File: src/rtl/multicycle_control.sv
// Multicycle ARM control unit: instruction sequencing FSM, NZCV flag
// register, condition check and optional memory-ready handshake.
module multicycle_control #(
  parameter int unsigned ALUC_W        = 3,
  parameter int unsigned EXT_OPS       = 1,
  parameter int unsigned MEM_HANDSHAKE = 1
) (
  input  logic              clk,
  input  logic              reset,
  input  logic [3:0]        Cond,
  input  logic [1:0]        Op,
  input  logic [5:0]        Funct,
  input  logic [3:0]        Rd,
  input  logic [3:0]        ALUFlags,
  input  logic              MemReady,
  output logic              PCWrite,
  output logic              MemWrite,
  output logic              RegWrite,
  output logic              IRWrite,
  output logic              AdrSrc,
  output logic [1:0]        ResultSrc,
  output logic [1:0]        ALUSrcA,
  output logic [1:0]        ALUSrcB,
  output logic [1:0]        ImmSrc,
  output logic [1:0]        RegSrc,
  output logic [ALUC_W-1:0] ALUControl,
  output logic [3:0]        Flags,
  output logic              IllegalOp
);

  localparam bit EXT = (EXT_OPS != 0);

  localparam logic [2:0] ALU_ADD = 3'd0;
  localparam logic [2:0] ALU_SUB = 3'd1;
  localparam logic [2:0] ALU_AND = 3'd2;
  localparam logic [2:0] ALU_ORR = 3'd3;
  localparam logic [2:0] ALU_EOR = 3'd4;
  localparam logic [2:0] ALU_MOV = 3'd5;

  typedef enum logic [3:0] {
    S_FETCH, S_DECODE, S_MEMADR, S_MEMREAD, S_MEMWB,
    S_MEMWRITE, S_EXECUTER, S_EXECUTEI, S_ALUWB, S_BRANCH
  } state_e;

  state_e     state_q, state_d;
  logic [3:0] flags_q, flags_d;

  logic       mem_done;
  logic       cond_ex;
  logic       dp_legal, is_cmp, add_sub;
  logic [2:0] dp_alu, alu_sel;
  logic       pc_write, mem_write, reg_write, ir_write, illegal;
  logic       n_f, z_f, c_f, v_f;

  assign mem_done = (MEM_HANDSHAKE == 0) || MemReady;
  assign {n_f, z_f, c_f, v_f} = flags_q;

  // State and flag registers
  always_ff @(posedge clk or negedge reset) begin
    if (!reset) begin
      state_q <= S_FETCH;
      flags_q <= 4'b0000;
    end else begin
      state_q <= state_d;
      flags_q <= flags_d;
    end
  end

  // Data-processing command decode from Funct[4:1]
  always_comb begin
    dp_alu   = ALU_ADD;
    dp_legal = 1'b1;
    is_cmp   = 1'b0;
    add_sub  = 1'b0;
    case (Funct[4:1])
      4'b0100: begin dp_alu = ALU_ADD; add_sub = 1'b1; end
      4'b0010: begin dp_alu = ALU_SUB; add_sub = 1'b1; end
      4'b0000: dp_alu = ALU_AND;
      4'b1100: dp_alu = ALU_ORR;
      4'b0001: begin
        if (EXT) dp_alu = ALU_EOR;
        else     dp_legal = 1'b0;
      end
      4'b1010: begin
        if (EXT && Funct[0]) begin
          dp_alu  = ALU_SUB;
          is_cmp  = 1'b1;
          add_sub = 1'b1;
        end else begin
          dp_legal = 1'b0;
        end
      end
      4'b1101: begin
        if (EXT) dp_alu = ALU_MOV;
        else     dp_legal = 1'b0;
      end
      default: dp_legal = 1'b0;
    endcase
  end

  // ARM condition evaluation against the flag register
  always_comb begin
    cond_ex = 1'b0;
    case (Cond)
      4'h0: cond_ex = z_f;
      4'h1: cond_ex = !z_f;
      4'h2: cond_ex = c_f;
      4'h3: cond_ex = !c_f;
      4'h4: cond_ex = n_f;
      4'h5: cond_ex = !n_f;
      4'h6: cond_ex = v_f;
      4'h7: cond_ex = !v_f;
      4'h8: cond_ex = c_f && !z_f;
      4'h9: cond_ex = !c_f || z_f;
      4'hA: cond_ex = (n_f == v_f);
      4'hB: cond_ex = (n_f != v_f);
      4'hC: cond_ex = !z_f && (n_f == v_f);
      4'hD: cond_ex = z_f || (n_f != v_f);
      4'hE: cond_ex = 1'b1;
      4'hF: cond_ex = 1'b0;
      default: cond_ex = 1'b0;
    endcase
  end

  // Flag update at the end of an EXECUTE cycle
  always_comb begin
    flags_d = flags_q;
    if (state_q == S_EXECUTER || state_q == S_EXECUTEI) begin
      if (Funct[0])            flags_d[3:2] = ALUFlags[3:2];
      if (Funct[0] && add_sub) flags_d[1:0] = ALUFlags[1:0];
    end
  end

  // Next-state and per-state datapath controls
  always_comb begin
    state_d   = state_q;
    pc_write  = 1'b0;
    mem_write = 1'b0;
    reg_write = 1'b0;
    ir_write  = 1'b0;
    illegal   = 1'b0;
    AdrSrc    = 1'b0;
    ResultSrc = 2'b00;
    ALUSrcA   = 2'b00;
    ALUSrcB   = 2'b00;
    alu_sel   = ALU_ADD;
    case (state_q)
      S_FETCH: begin
        ALUSrcA   = 2'b01;
        ALUSrcB   = 2'b10;
        ResultSrc = 2'b10;
        ir_write  = mem_done;
        pc_write  = mem_done;
        if (mem_done) state_d = S_DECODE;
      end
      S_DECODE: begin
        ALUSrcA   = 2'b01;
        ALUSrcB   = 2'b10;
        ResultSrc = 2'b10;
        if (!cond_ex) begin
          state_d = S_FETCH;
        end else if (Op == 2'b11 || (Op == 2'b00 && !dp_legal)) begin
          illegal = 1'b1;
          state_d = S_FETCH;
        end else if (Op == 2'b01) begin
          state_d = S_MEMADR;
        end else if (Op == 2'b10) begin
          state_d = S_BRANCH;
        end else if (Funct[5]) begin
          state_d = S_EXECUTEI;
        end else begin
          state_d = S_EXECUTER;
        end
      end
      S_MEMADR: begin
        ALUSrcB = 2'b01;
        state_d = Funct[0] ? S_MEMREAD : S_MEMWRITE;
      end
      S_MEMREAD: begin
        AdrSrc = 1'b1;
        if (mem_done) state_d = S_MEMWB;
      end
      S_MEMWB: begin
        ResultSrc = 2'b01;
        reg_write = 1'b1;
        pc_write  = (Rd == 4'd15);
        state_d   = S_FETCH;
      end
      S_MEMWRITE: begin
        AdrSrc    = 1'b1;
        mem_write = 1'b1;
        if (mem_done) state_d = S_FETCH;
      end
      S_EXECUTER: begin
        alu_sel = dp_alu;
        state_d = is_cmp ? S_FETCH : S_ALUWB;
      end
      S_EXECUTEI: begin
        ALUSrcB = 2'b01;
        alu_sel = dp_alu;
        state_d = is_cmp ? S_FETCH : S_ALUWB;
      end
      S_ALUWB: begin
        reg_write = (Rd != 4'd15);
        pc_write  = (Rd == 4'd15);
        state_d   = S_FETCH;
      end
      S_BRANCH: begin
        ALUSrcA   = 2'b10;
        ALUSrcB   = 2'b01;
        ResultSrc = 2'b10;
        pc_write  = 1'b1;
        state_d   = S_FETCH;
      end
      default: state_d = S_FETCH;
    endcase
  end

  // Op-derived immediate and register-source selects
  always_comb begin
    ImmSrc = 2'b00;
    RegSrc = 2'b00;
    case (Op)
      2'b01: begin
        ImmSrc = 2'b01;
        RegSrc = Funct[0] ? 2'b00 : 2'b10;
      end
      2'b10: begin
        ImmSrc = 2'b10;
        RegSrc = 2'b01;
      end
      default: begin
        ImmSrc = 2'b00;
        RegSrc = 2'b00;
      end
    endcase
  end

  // Write enables are suppressed for the whole time reset is held
  assign PCWrite    = pc_write  & reset;
  assign MemWrite   = mem_write & reset;
  assign RegWrite   = reg_write & reset;
  assign IRWrite    = ir_write  & reset;
  assign IllegalOp  = illegal   & reset;
  assign ALUControl = ALUC_W'(alu_sel);
  assign Flags      = flags_q;

endmodule
File: config.mk
export PLATFORM = sky130hd
export DESIGN_NAME = multicycle_control
export DESIGN_NICKNAME = d
export VERILOG_FILES = /design/src/rtl/multicycle_control.sv
export SDC_FILE = /design/constraint.sdc
export NUM_CORES = 1
export LEC_CHECK = 0
export CAP_MARGIN = 10
export CORE_ASPECT_RATIO = 1.75
export CORE_MARGIN = 4
export CORE_UTILIZATION = 37
export CTS_BUF_LIST = sky130_fd_sc_hd__clkbuf_16
export CTS_CLUSTER_DIAMETER = 60
export CTS_CLUSTER_SIZE = 14
export DETAILED_ROUTE_END_ITERATION = 16
export PLACE_DENSITY = 0.79
export SLEW_MARGIN = 20
export SYNTH_ARGS = -nofsm -noshare
export SYNTH_HDL_FRONTEND = slang
export SYNTH_SLANG_ARGS = --single-unit
File: constraint.sdc
create_clock -name clk -period 1.7 [get_ports clk]
set_input_delay 0.255 -clock clk [delete_from_list [all_inputs] [get_ports clk]]
set_output_delay 0.255 -clock clk [all_outputs]
set_load 0.1 [all_outputs]
==> metrics, run 1 <==
status=aborted with a tool error; Stopped at=clock tree synthesis; Halt Reason=[ERROR DPL-0038] Utilization greater than 100%, impossible to legalize; asr flop ratio synth=1.00; hpwl dp=3.46 mm; initial core utilization=0.397; DIE WIDTH=47.5 µm; synthesized area per cell=7.97 µm²; Seq cells post-synth=8; Top FF cell, synth=dfrtp_1; cts hold-fix bufs=0; Post-Syn Area=0.00101 mm²; syn nets=155; number of synthesized flops with an enable pin=0; CTS Sinks=8; Max Root-Sink Buffers=2; CTS root buffer=clkbuf_16; H-tree levels=1; IO Port Bufs=45; Num CTS Buffers=3; GPL Wtd Cong=0.932; I/O pin count=46; Synth cell types=46; die height=77.2 µm; gate count after technology mapping=127; Seq/Total Area, Yosys=0.198; # rows=24; setup bufs post-CTS=14; CTS resizes=52; Yosys warning total=0
==> cells in the mapped netlist (all sizes together), types with 2 or more instances <==
cell type | n | area, µm²
o21ai | 5 | 25.0
clkbuf | 6 | 22.5
a21oi | 6 | 30.0
ha | 5 | 62.6
nor2b | 5 | 31.3
xnor2 | 4 | 35.0
nor4 | 4 | 31.3
nand2b | 3 | 18.8
nor2 | 18 | 67.6
nand3 | 3 | 15.0
or2 | 2 | 12.5
dfrtp | 8 | 200
mux2 | 4 | 45.0
nor4b | 2 | 17.5
inv | 10 | 37.5
nor3 | 5 | 25.0
and3 | 3 | 18.8
xor2 | 2 | 25.0
o2111ai | 2 | 17.5
nand2 | 3 | 11.3
o32ai | 2 | 17.5
a2111oi | 2 | 55.1
nor3b | 2 | 15.0
==> stage by stage <==
step                 util  worst slack, ns  cell area [µm²]  instances  hold slack (ns)
floorplan               -           -0.499             1260        127          -0.0406
global placement    0.883           -0.519             2250        235            0.697
detailed placement  0.883           -0.587             2250        235            0.716
==> logic make-up after synthesis <==
family,count (synthesis),share of synthesized area
adder cells (fa/ha/maj),5,0.0618
multiplexers,5,0.0544
flip-flops,8,0.198
AO/OA/AOI/OAI,30,0.250
XOR/XNOR,6,0.0593
AND/OR/NAND/NOR,56,0.310
buffers and inverters,17,0.0668
==> run 2, diff against run 1 <==
==> config.mk (replaced) <==
export PLATFORM = sky130hd
export DESIGN_NAME = multicycle_control
export DESIGN_NICKNAME = d
export VERILOG_FILES = /design/src/rtl/multicycle_control.sv
export SDC_FILE = /design/constraint.sdc
export NUM_CORES = 1
export LEC_CHECK = 0
export CAP_MARGIN = 10
export CORE_AREA = 4 4 65 67
export DETAILED_ROUTE_END_ITERATION = 16
export DIE_AREA = 0 0 69 71
export PLACE_DENSITY_LB_ADDON = 0.15
export SLEW_MARGIN = 20
export SYNTH_ARGS = -nofsm -noshare
export SYNTH_HDL_FRONTEND = slang
export SYNTH_SLANG_ARGS = --single-unit
==> constraint.sdc (replaced) <==
create_clock -name clk -period 2.2 [get_ports clk]
set_input_delay 0.33 -clock clk [delete_from_list [all_inputs] [get_ports clk]]
set_output_delay 0.33 -clock clk [all_outputs]
set_load 0.1 [all_outputs]
==> metrics, run 2 <==
gate count after technology mapping=127 (unchanged); die area=0.00490 mm²; Commonest cells post-synth=nor2_1, inv_1, dfrtp_1, a21oi_1, clkbuf_1; DIE WIDTH=69 µm (+45%); Worst path slowest cell=dfrtp_4; Synth cell types=46 (unchanged); I/O pin count=46 (unchanged); max_slew headroom=0.714; Setup WS pre-CTS=-0.177 ns (+0.410 ns); Crit path required time=1.87 ns; total chip power=0.00283 W; Layout Cells excl Fill=247; Nets=228; CTS root buffer=clkbuf_8; H-tree levels=1 (unchanged); Routed WL=3.21 mm; Cells after DPL=239 (+1.7%); Final setup viols=1; multi-input logic area=901 µm²; crit path cell chain=xor2_4 > a21o_2 > a32o_2 > a2111oi_4 > nor2_4 > buf_12; synthesis-to-layout area growth=108%; worst r2r src=Flags[0]$_DFFE_PN0P_; slowest stage delay, CP=0.50 ns; initial antenna violation count=0; Worst VDD drop=597 µV; Num CTS Buffers=3 (unchanged); sequential cell area=213 µm²; Seq cells post-synth=8 (unchanged); worst slew pin tran=0.427 ns; post-synth top area cell=dfrtp_1; clk_skew=0.000188 ns; Yosys warning total=0 (unchanged); 1st-iter DRT viols=44; grt total ovfl=0; vias in the first global route=1235; Core Area=0.00363 mm²; Final Hold Vio Count=0; Max Cap Viol=0; hpwl dp=2.70 mm (-22%); failing checks=setup timing; Int Power=0.00122 W; CP max FO=3; Top FF cell, synth=dfrtp_1; Tmin final=2.30 ns; CTS tree=built; CTS clk-pin slew, worst paths=0.04 ns; antenna cells=0; Max Slew Vio Count=0; Reg power frac=0.098; die height=71 µm (-8.0%); Yosys top cell area share=0.198 (unchanged); largest net degree at the start of global routing=17; R2R setup slack=0.26 ns; Worst setup SP type=register; status=finished with violations; number of iterations in the first detailed-routing pass=4; Seq/Total Area, Yosys=0.198 (unchanged); vias per cell=5.08; Leak=0.893 nW; Setup crit end kind=primary output; layout cells sized above 1=0.452; Period Utilization, post-route=1.05; IO Port Bufs=45 (unchanged); number of synthesized flops with an enable pin=0 (unchanged); # rows=22 (-8.3%); count leader, synth=nor2_1; Final WS setup=-0.101 ns; Post-Syn Area=0.00101 mm² (unchanged); CP startpoint=Flags[0]$_DFFE_PN0P_; Routed WL per cell=13.0 µm; RSZ-0062 raised after global routing=true; Max Root-Sink Buffers=2 (unchanged); overall routing resource usage=0.130; antenna-violating nets left=0; cts hold-fix bufs=0 (unchanged); CP delay by family, top=compound AO/OA/AOI/OAI gates; Cell Pwr Density=1340 mW/mm²; CP Buf/Inv Count=1; Clk pwr share=0.065; syn nets=155 (unchanged); Fmax=435 MHz; initial core utilization=0.279 (-0.118); total vias in the final route=1255; CTS Sinks=8 (unchanged); asr flop ratio synth=1.00 (unchanged); crit path DAT=1.97 ns; Hold Path Class=primary input to async pin; switching share of power=0.568; critical path class=register to primary output; sw power=0.00161 W; commonest non-fill, non-tap cell in the layout=buf_4; fillers=330; worst-skew pair later-pin latency=0.23 ns; global-route wire length before repair=5.39 mm; DRC errors left=0; most frequent cells in the layout=buf_4, clkdlybuf4s50_1, buf_12; largest cells by area after synthesis=dfrtp_1, nor2_1, ha_1; combinational power share=0.837; synthesized area per cell=7.97 µm² (unchanged); GPL Wtd Cong=0.844 (-9.4%)
==> run 2: routing by layer <==
| metal | wire (µm) | share of wire | vias up | GRT usage |
|---|---|---|---|---|
| li1 | - | - | 613 | - |
| met1 | 1360 | 0.42 | 601 | 0.154 |
| met2 | 1660 | 0.52 | 35 | 0.220 |
| met3 | 133 | 0.041 | 6 | 0.0327 |
| met4 | 53 | 0.017 | 0 | 0.0586 |
| met5 | 0 | 0 | - | 0 |
==> run 2: cell type report <==
cell class,count,area share
Clock buffer,4,0.0214
Tap cell,48,0.0285
Multi-Input combinational cell,102,0.427
Timing Repair Buffer,75,0.405
Sequential cell,8,0.101
Inverter,10,0.0178
==> run 2: worst paths after layout <==
kind                                     endpoint  cells past startpoint
setup / recovery                        IllegalOp                      6
hold / removal               Flags[3]$_DFFE_PN0P_                      2
setup reg to reg           state_q[2]$_DFFE_PN0P_                      7
hold reg to reg              Flags[2]$_DFFE_PN0P_                      1
max in group asynchronous    Flags[1]$_DFFE_PN0P_                      2
min in group clk             Flags[2]$_DFFE_PN0P_                      1
==> run 2: power by group through the flow <==
stage | clock network (W) | logic, W | registers [W]
detailed placement | 0 | 0.00234 | 0.000280
CTS | 0.000187 | 0.00238 | 0.000273
global route | 0.000196 | 0.00247 | 0.000288
global placement | 0 | 0.00232 | 0.000275
finish | 0.000183 | 0.00237 | 0.000278
floorplan | 0 | 0.00144 | 0.000449
==> run 2: kinds of logic after synthesis <==
logic type	share of synthesized area
buffers and inverters	0.0668
adder cells (fa/ha/maj)	0.0618
XOR/XNOR	0.0593
AND/OR/NAND/NOR	0.310
multiplexers	0.0544
flip-flops	0.198
AO/OA/AOI/OAI	0.250
==> run 2: repair_timing <==
item,in CTS,in global routing
resized for setup,2,1
hold endpoints to repair,0,0
pin swaps,5,3
setup buffers,4,0
endpoints found under the setup margin,1,2
==> run 2: per-stage QoR <==
step           setup TNS (ns)  hold slack (ns)  cell area [µm²]  utilization
5_1_grt                -0.176            0.450             2110        0.581
4_1_cts                -0.133            0.449             2100        0.579
3_5_place_dp           -0.317            0.606             2030        0.559
3_3_place_gp           -0.233            0.591             2030        0.559
2_1_floorplan          -0.338           0.0344             1190            -
6_report               -0.101            0.439             2110        0.581
(Power assumes the default switching activity.)
